**src/rtl/multi_port_charge_controller.sv**
```systemverilog
// Multi-outlet coin charger: one shared keypad front-end FSM feeding per-outlet minute countdown timers.
// Build option CHARGE_TOPUP_EN: when defined, a commit may top up an outlet that is already charging.
module multi_port_charge_controller #(
    parameter int PORTS        = 2,
    parameter int MONEY_W      = 5,
    parameter int TIME_W       = 6,
    parameter int MAX_MONEY    = 20,
    parameter int UNIT_TIME    = 2,
    parameter int TICK_DIV     = 60000,
    parameter int IDLE_TIMEOUT = 10,
    localparam int SEL_W       = (PORTS > 1) ? $clog2(PORTS) : 1
) (
    input  logic                    clk,
    input  logic                    rst_n,
    input  logic [3:0]              key_value,
    input  logic                    press,
    input  logic                    clear,
    input  logic                    start,
    input  logic                    confirm,
    output logic                    no_display,
    output logic [MONEY_W-1:0]      all_money,
    output logic [SEL_W-1:0]        sel_port,
    output logic [PORTS*TIME_W-1:0] remaining_time,
    output logic [PORTS-1:0]        charging,
    output logic [2:0]              current_state
);

    localparam int PRE_W  = (TICK_DIV > 1) ? $clog2(TICK_DIV) : 1;
    localparam int ACT_W  = (IDLE_TIMEOUT > 1) ? $clog2(IDLE_TIMEOUT + 1) : 1;
    localparam int CALC_W = MONEY_W + 4;

    localparam logic [PRE_W-1:0]  PRE_LAST   = PRE_W'(TICK_DIV - 1);
    localparam logic [ACT_W-1:0]  ACT_LAST   = ACT_W'(IDLE_TIMEOUT - 1);
    localparam logic [4:0]        PORT_LIMIT = 5'(PORTS);
    localparam logic [CALC_W-1:0] MONEY_CAP  = CALC_W'(MAX_MONEY);
    localparam logic [CALC_W-1:0] TEN        = CALC_W'(10);
    localparam logic [3:0]        KEY_MAX    = 4'd9;
    localparam logic [31:0]       UNIT_K     = UNIT_TIME;
    localparam logic [TIME_W-1:0] TIME_MAX   = '1;
    localparam logic [31:0]       TIME_MAX_W = 32'(TIME_MAX);

    typedef enum logic [2:0] {
        S_IDLE   = 3'd0,
        S_SELECT = 3'd1,
        S_INPUT  = 3'd2,
        S_COMMIT = 3'd3
    } state_e;

    state_e                  state_q, state_d;
    logic [MONEY_W-1:0]      money_q, money_d;
    logic [SEL_W-1:0]        sel_q, sel_d;
    logic [ACT_W-1:0]        act_q, act_d;
    logic [PRE_W-1:0]        presc_q, presc_d;
    logic [PORTS*TIME_W-1:0] timers_q, timers_d;
    logic                    no_disp_q, no_disp_d;
    // Delayed copies of {press, clear, start, confirm} for rising-edge detection.
    logic [3:0]              btn_q, btn_d;

    logic                    ev_press, ev_clear, ev_start, ev_confirm, any_ev;
    logic                    tick, timeout, commit;
    logic                    key_is_port, port_free;
    logic [CALC_W-1:0]       money_calc;
    logic [31:0]             add_amt, sum_t;
    logic [TIME_W-1:0]       cur_t;

    assign ev_press   = press   & ~btn_q[3];
    assign ev_clear   = clear   & ~btn_q[2];
    assign ev_start   = start   & ~btn_q[1];
    assign ev_confirm = confirm & ~btn_q[0];
    assign any_ev     = ev_press | ev_clear | ev_confirm;

    assign tick       = (presc_q == PRE_LAST);
    assign commit     = (state_q == S_COMMIT);
    assign money_calc = CALC_W'(money_q) * TEN + CALC_W'(key_value);
    assign add_amt    = 32'(money_q) * UNIT_K;

    assign key_is_port = ({1'b0, key_value} < PORT_LIMIT);
`ifdef CHARGE_TOPUP_EN
    assign port_free = 1'b1;
`else
    // Without top-up, a busy outlet cannot be selected, so a commit always lands on an idle timer.
    assign port_free = ~charging[key_value[SEL_W-1:0]];
`endif

    // Inactivity counter only runs while a user session is open.
    always_comb begin
        act_d   = '0;
        timeout = 1'b0;
        if (state_q == S_SELECT || state_q == S_INPUT) begin
            act_d = act_q;
            if (any_ev) begin
                act_d = '0;
            end else if (tick) begin
                if (act_q == ACT_LAST) begin
                    timeout = 1'b1;
                    act_d   = '0;
                end else begin
                    act_d = act_q + ACT_W'(1);
                end
            end
        end
    end

    always_comb begin
        btn_d   = {press, clear, start, confirm};
        state_d = state_q;
        money_d = money_q;
        sel_d   = sel_q;
        case (state_q)
            S_IDLE: begin
                money_d = '0;
                if (ev_start) begin
                    if (PORTS == 1) begin
                        sel_d   = '0;
                        state_d = S_INPUT;
                    end else begin
                        state_d = S_SELECT;
                    end
                end
            end
            S_SELECT: begin
                if (ev_clear) begin
                    state_d = S_IDLE;
                end else if (!ev_confirm && ev_press) begin
                    if (key_is_port && port_free) begin
                        sel_d   = key_value[SEL_W-1:0];
                        state_d = S_INPUT;
                    end
                end else if (timeout) begin
                    state_d = S_IDLE;
                    money_d = '0;
                end
            end
            S_INPUT: begin
                if (ev_clear) begin
                    money_d = '0;
                end else if (ev_confirm) begin
                    if (money_q != '0) begin
                        state_d = S_COMMIT;
                    end
                end else if (ev_press) begin
                    if (key_value <= KEY_MAX) begin
                        money_d = (money_calc > MONEY_CAP) ? MONEY_CAP[MONEY_W-1:0]
                                                           : money_calc[MONEY_W-1:0];
                    end
                end else if (timeout) begin
                    state_d = S_IDLE;
                    money_d = '0;
                end
            end
            S_COMMIT: begin
                money_d = '0;
                state_d = S_IDLE;
            end
            default: begin
                money_d = '0;
                state_d = S_IDLE;
            end
        endcase
        no_disp_d = (state_d == S_IDLE);
    end

    // Commit is applied first, then the minute tick, so a coinciding tick trims the fresh sum.
    always_comb begin
        presc_d  = tick ? '0 : presc_q + PRE_W'(1);
        timers_d = timers_q;
        cur_t    = '0;
        sum_t    = '0;
        for (int i = 0; i < PORTS; i++) begin
            cur_t = timers_q[i*TIME_W +: TIME_W];
            if (commit && (sel_q == SEL_W'(i))) begin
`ifdef CHARGE_TOPUP_EN
                sum_t = 32'(cur_t) + add_amt;
`else
                sum_t = add_amt;
`endif
                cur_t = (sum_t > TIME_MAX_W) ? TIME_MAX : sum_t[TIME_W-1:0];
            end
            if (tick && (cur_t != '0)) begin
                cur_t = cur_t - TIME_W'(1);
            end
            timers_d[i*TIME_W +: TIME_W] = cur_t;
        end
    end

    always_comb begin
        charging = '0;
        for (int i = 0; i < PORTS; i++) begin
            charging[i] = |timers_q[i*TIME_W +: TIME_W];
        end
    end

    always_ff @(posedge clk or negedge rst_n) begin
        if (!rst_n) begin
            state_q   <= S_IDLE;
            money_q   <= '0;
            sel_q     <= '0;
            act_q     <= '0;
            presc_q   <= '0;
            timers_q  <= '0;
            no_disp_q <= 1'b1;
            btn_q     <= '0;
        end else begin
            state_q   <= state_d;
            money_q   <= money_d;
            sel_q     <= sel_d;
            act_q     <= act_d;
            presc_q   <= presc_d;
            timers_q  <= timers_d;
            no_disp_q <= no_disp_d;
            btn_q     <= btn_d;
        end
    end

    assign no_display     = no_disp_q;
    assign all_money      = money_q;
    assign sel_port       = sel_q;
    assign remaining_time = timers_q;
    assign current_state  = state_q;

endmodule

```
**config.mk**
```make
export PLATFORM = sky130hd
export DESIGN_NAME = multi_port_charge_controller
export DESIGN_NICKNAME = d
export VERILOG_FILES = /design/src/rtl/multi_port_charge_controller.sv
export SDC_FILE = /design/constraint.sdc
export NUM_CORES = 1
export LEC_CHECK = 0
export BUFFER_PORTS_ARGS = -buffer_cell sky130_fd_sc_hd__buf_2
export CORE_AREA = 2 2 83 65
export CTS_CLUSTER_DIAMETER = 100
export CTS_CLUSTER_SIZE = 12
export DETAILED_ROUTE_END_ITERATION = 6
export DIE_AREA = 0 0 85 67
export HOLD_SLACK_MARGIN = 0.02
export PLACE_DENSITY = 0.87
export SYNTH_ARGS = -nofsm -noshare
export SYNTH_HDL_FRONTEND = slang
export SYNTH_SLANG_ARGS = --single-unit
```
**constraint.sdc**
```tcl
create_clock -name clk -period 2.7 [get_ports clk]
set_input_delay 0.405 -clock clk [delete_from_list [all_inputs] [get_ports clk]]
set_output_delay 0.405 -clock clk [all_outputs]
set_load 0.05 [all_outputs]
```
After elaboration in Yosys (flattened, before gate mapping) --
Index checks and enable logic that the tools add are counted.
Storage, ports and cells: register bits 46, bits of input ports 10, word-level logic and storage cells 94
Operators by class: add/sub/neg operators 5, multiply operators 1, $lt $le $gt $ge 5, equal/unequal tests 10, mux-type cells 35, bitwise operators 13, reductions and logical operators 17
Operators with widths (count):
- $mux 5 | 8
- $mux 6 | 5
- $mux 3 | 9
- $add 16x1->16 const B | 1
- $eq 16x16->1 const B | 1
- $mux 16 | 1
- $mux 4 | 4
- $reduce_bool 6->1 | 2
- $reduce_or 6->1 | 2
- $sub 6x1->6 const B | 2
- $pmux 5 s2 | 1
- $add 9x4->9 | 1
- $gt 9x5->1 const B | 1
- $pmux 3 s3 | 1
- $mul 5x3->8 const B | 1
- $reduce_and 4->1 | 2
- $not 1->1 | 7
- $eq 3x2->1 const B | 2
- $gt 6x6->1 const B | 1
- $logic_and 1x1->1 | 6
- $logic_not 3->1 | 2
- $mux 1 | 6
- $ne 3x3->1 const B | 2
- $reduce_bool 5->1 | 1
- other kinds (12) | 17

Longest topological paths before layout --
word-level depth 12, gate-level depth with buffers 9, mapped depth without buffers 9

Least setup slack after synthesis --
No wires, ideal clock.
kind register to register, start register money_q[1], in the netlist all_money[1], end register money_q[2], in the netlist all_money[2], arrival time 2.526 ns, data required time 2.577 ns, slack 0.051 ns, stages on the path, launching flop included 8, cells stage by stage dfrtp_1 > ha_1 > ha_1 > fa_1 > or2_2 > a221o_1 > o21ai_0 > nand2_1
Between the ends: longest elaborated chain between the ends 9
Ends and longest elaborated chain:
- from (decl) | line 50 | logic [MONEY_W-1:0] money_q, money_d;
- from (signal assigned) | line 205 | money_q <= money_d;
- $mul 5x3->8 * | line 74 | assign money_calc = CALC_W'(money_q) * TEN + CALC_W'(key_value);
- $add 9x4->9 * | line 74
- $gt 9x5->1 | line 143 | money_d = (money_calc > MONEY_CAP) ? MONEY_CAP[MONEY_W-1:0]
- $mux 5 * | line 143
- $mux 5 * | line 142 | if (key_value <= KEY_MAX) begin
- $mux 5 * | line 141 | end else if (ev_press) begin
- $mux 5 * | line 137 | end else if (ev_confirm) begin
- $mux 5 * | line 135 | if (ev_clear) begin
- $pmux 5 s2 * | line 109 | case (state_q)
Mark *: on every way between the ends. The rest lies on a longest branch, timed or not. The select of a mux whose other input is x is not followed. A chain may end at the register's enable or synchronous reset.

Final worst setup path --
start register money_q[3], in the netlist all_money[3], end register money_q[2], in the netlist all_money[2]
Between the ends: longest elaborated chain between the ends 9
Ends and longest elaborated chain (line):
- $mul 5x3->8 | 74
- $add 9x4->9 | 74
- $gt 9x5->1 | 143
- $mux 5 | 143
- $mux 5 | 142
- $mux 5 | 141
- $mux 5 | 137
- $mux 5 | 135
- $pmux 5 s2 | 109
Every way passes these cells. The select of a mux whose other input is x is not followed.

==> metrics list <==
- By count the netlist is led by 45 x sky130_fd_sc_hd__dfrtp_1, 29 x sky130_fd_sc_hd__nor2_1, 23 x sky130_fd_sc_hd__nand2_1, 16 x sky130_fd_sc_hd__ha_1, 16 x sky130_fd_sc_hd__mux2i_1.
- The floorplan step defined a die boundary enclosing 5700 um2.
- Startpoint type of the worst setup path: register
* Number of distinct library cell variants in the gate-level netlist after synthesis: 52
- After the last flow step, the layout net total stands at about 350.
- The number of nets handed over by synthesis was a little over 300.
- Number of buffers inserted during clock tree synthesis: 5
- Fraction of layout cells with a size suffix above 1: 18.2%
- sky130_fd_sc_hd__dfrtp_1 takes more of the synthesized area than any other cell.
- Portion of synthesized cell area occupied by the leading cell type: 40.9%
* Maxcap violations: 0
* Tightest slew margin relative to the limit: 32.6%
* Run status: finished clean
- For this design, the CTS-stage hold fixing added 0 buffers.
* Count of instances resized after the clock tree is built: 0
- Synthesis-stage register bit count: 46
* Height of the chip: between 60 and 70 um
* Average via count per standard cell: between 5 and 6
* Clock latency reported for the late side of the worst-skew pair: 290 ps
- The first global-routing pass estimated 9890 um of wire.
- Maximum buffer depth of the clock tree: 2
- Worst-Margin Slew: 1010 ps
- TritonCTS built the clock tree.
- The min-delay analysis places its worst path in the category primary input to register.
- Setup violations remaining at the end of the flow were counted as 0.
* Clock sinks: 46
* Largest net degree at the start of global routing: 47
- Total wire length after detailed routing: 6010 um
- The routed layout has about 2200 vias.
* Final routed DRC violation total: 0
- Maximum clock rate: roughly 400 MHz
* Initial antenna violation count: 0
* Initial cell density of the core: 57.1%
- The largest individual stage delay along the critical path comes from the cell sky130_fd_sc_hd__dfrtp_1.
- Final standard cell count with taps included and fillers excluded: 379
- Flop-to-flop setup slack: 190 ps
* Global Route Usage Sum: between 20% and 30%
- After clock tree synthesis, the setup repair step added 0 buffers.
- Crit path cell chain: ha_1 -> ha_1 -> fa_1 -> or2_2 -> a221o_1 -> o21ai_0 -> nand2_1
- Post-synth design cell area: 2750 um2
* Count of flip-flops with a built-in enable after synthesis: 0
* DRT antenna net count: 0
- Power spread over the standard cell area amounts to between 300 and 400 nW/um2.
- 0 antenna diodes ended up in the layout.
* Number of pins with negative max-slew slack in the final report: 0
* CTS clock-pin slew for the worst setup and hold paths: ~80 ps
- CP max stage delay: 480 ps
- The via count of the first global-routing pass came to about 2000.
- Most numerous cell in the Yosys netlist: sky130_fd_sc_hd__dfrtp_1
* Ys async rst share: 100%
- Area added between synthesis and finish: 13.3%
- Root Buffer: sky130_fd_sc_hd__clkbuf_8
- DR pass1 iterations: 4
- Critical path's most frequent cell: sky130_fd_sc_hd__ha_1
- Count of routing violations after the opening detailed-route iteration: about 230
- Buffers placed on the I/O ports in this run total 33.
- In this run the count of I/O pins placed on the die edge is 34.
- The worst setup path is captured at a register.
* Final Power: about 1.2 mW
* Area of the multi-input gates: 1540 um2
- Classification of the worst setup path: register to register
- For the worst setup path, the data required time is 2880 ps.
- Along the worst path, the maximum fanout reaches 8.
- Sequential cell area: 1150 um2
- Area inside the core boundary: between 4000 and 5000 um2
- Placed cells: about 370
* Number of placement rows: 22
- Each instance of the synthesized netlist takes up on average 10.0 um2.
- CTS built an H-tree with a depth of 2.
- Seq/Total Area, Yosys: 41.9%
- Minimum period implied by the final worst setup slack: 2510 ps
- For this run, the leading register cell type out of synthesis is sky130_fd_sc_hd__dfrtp_1.
- Top post-synthesis cells by area: sky130_fd_sc_hd__dfrtp_1 41%, sky130_fd_sc_hd__ha_1 7.3%, sky130_fd_sc_hd__mux2i_1 5.8%
- Final Hold Fails: 0
* GRT overflow: 0
* Half-perimeter wire length after placement: between 4000 and 5000 um
- After layout, the worst path uses 92.9% of the clock period.
* Crit path DAT: 2690 ps
* Count of yosys warnings during synthesis: 0
- The worst-case IR drop observed on VDD is 0.320 mV.
- Fill count: 386
- The clock arrives with about 6.5 ps of skew.
- Setup repair after global routing left no endpoint under its margin.
- In the final routed layout, each cell accounts on average for 15.9 um.
- Die W: 85 um
* Leakage: between 1.5 and 2 nW
* Number of cells produced by synthesis: about 280
* Sum of negative setup slack: 0 ps
* Routability congestion estimate: 0.913
==> metrics by stage <==
stage | hold WS (ps) | utilization (%) | cell area (um2) | setup slack (ps)
after floorplan | 109 | - | 2750 | 50.7
after global placement | 469 | 62.8 | 3030 | 281
after detailed placement | 489 | 62.8 | 3030 | 238
after CTS | 226 | 64.7 | 3120 | 206
after global routing | 219 | 64.7 | 3120 | 72.0
final | 227 | 64.7 | 3120 | 191
==> cells in the final DEF (no fill, tap or decap), types with 6 or more instances in the layout <==
master,synthesis,final
sky130_fd_sc_hd__nand2_1,23,23
sky130_fd_sc_hd__a21oi_1,13,13
sky130_fd_sc_hd__dfrtp_1,45,45
sky130_fd_sc_hd__inv_1,10,10
sky130_fd_sc_hd__xnor2_1,13,13
sky130_fd_sc_hd__o21ai_0,12,12
sky130_fd_sc_hd__buf_4,0,7
sky130_fd_sc_hd__mux2i_1,16,16
sky130_fd_sc_hd__buf_2,3,33
sky130_fd_sc_hd__clkbuf_8,0,6
sky130_fd_sc_hd__xor2_1,7,7
sky130_fd_sc_hd__ha_1,16,16
sky130_fd_sc_hd__nor3_1,11,11
sky130_fd_sc_hd__nor2_1,29,29
sky130_fd_sc_hd__nand3_1,15,15
==> worst max-delay path: cells and delay by family, from the launching register on <==
| kind | cells | cell delay (ps) |
|---|---|---|
| AO/OA/AOI/OAI | 2 | 500 |
| adder cells (fa/ha/maj) | 3 | 1020 |
| flip-flops | 1 | 480 |
| AND/OR/NAND/NOR | 2 | 400 |
==> cell families after synthesis <==
logic type	after synthesis	share of synthesized area (%)
other	1	0.136
AO/OA/AOI/OAI	44	10.3
buffers and inverters	14	2.05
multiplexers	17	6.23
AND/OR/NAND/NOR	115	24.3
flip-flops	46	41.9
adder cells (fa/ha/maj)	18	8.73
XOR/XNOR	20	6.37
==> metal layers <==
metal / part of all wire (%) / vias to the layer above / track usage, %
met2: 45 / 67 / 35.2
met3: 6.0 / 6 / 4.96
li1: - / 1072 / -
met1: 48 / 1100 / 31.9
met4: 0.45 / 0 / 2.38
met5: 0 / - / 0
==> report_power, final <==
group          internal [mW]  switching [mW]  leakage [nW]
logic                 0.0205          0.0526         0.960
registers              0.695         0.00670         0.613
clock network          0.207           0.222        0.0482
==> path summary, 6_finish.rpt <==
check | end | startpoint | cells after the start
setup / recovery | all_money[2] | all_money[3] | 7
hold / removal | btn_q[0] | confirm | 1
setup reg to reg | all_money[2] | all_money[3] | 7
hold reg to reg | presc_q[7] | presc_q[7] | 1
max in group asynchronous | remaining_time[3] | rst_n | 1
min in group asynchronous | presc_q[3] | rst_n | 1
==> sequential cells by signal, summed over array words and instances, names as in the netlist <==
name	flops
btn_q	4
act_q	4
sel_port	1
no_display	1
remaining_time	12
presc_q	16
all_money	5
current_state	3
==> cell type report <==
| cell class | instances | share of cell area (%) |
|---|---|---|
| Clock buffer | 7 | 2.77 |
| Tap cell | 60 | 2.41 |
| Clock inverter | 1 | 0.161 |
| Timing Repair Buffer | 40 | 6.99 |
| Inverter | 10 | 1.20 |
| Sequential cell | 46 | 37.0 |
| Multi-Input combinational cell | 215 | 49.5 |
(Power assumes the default switching activity.)
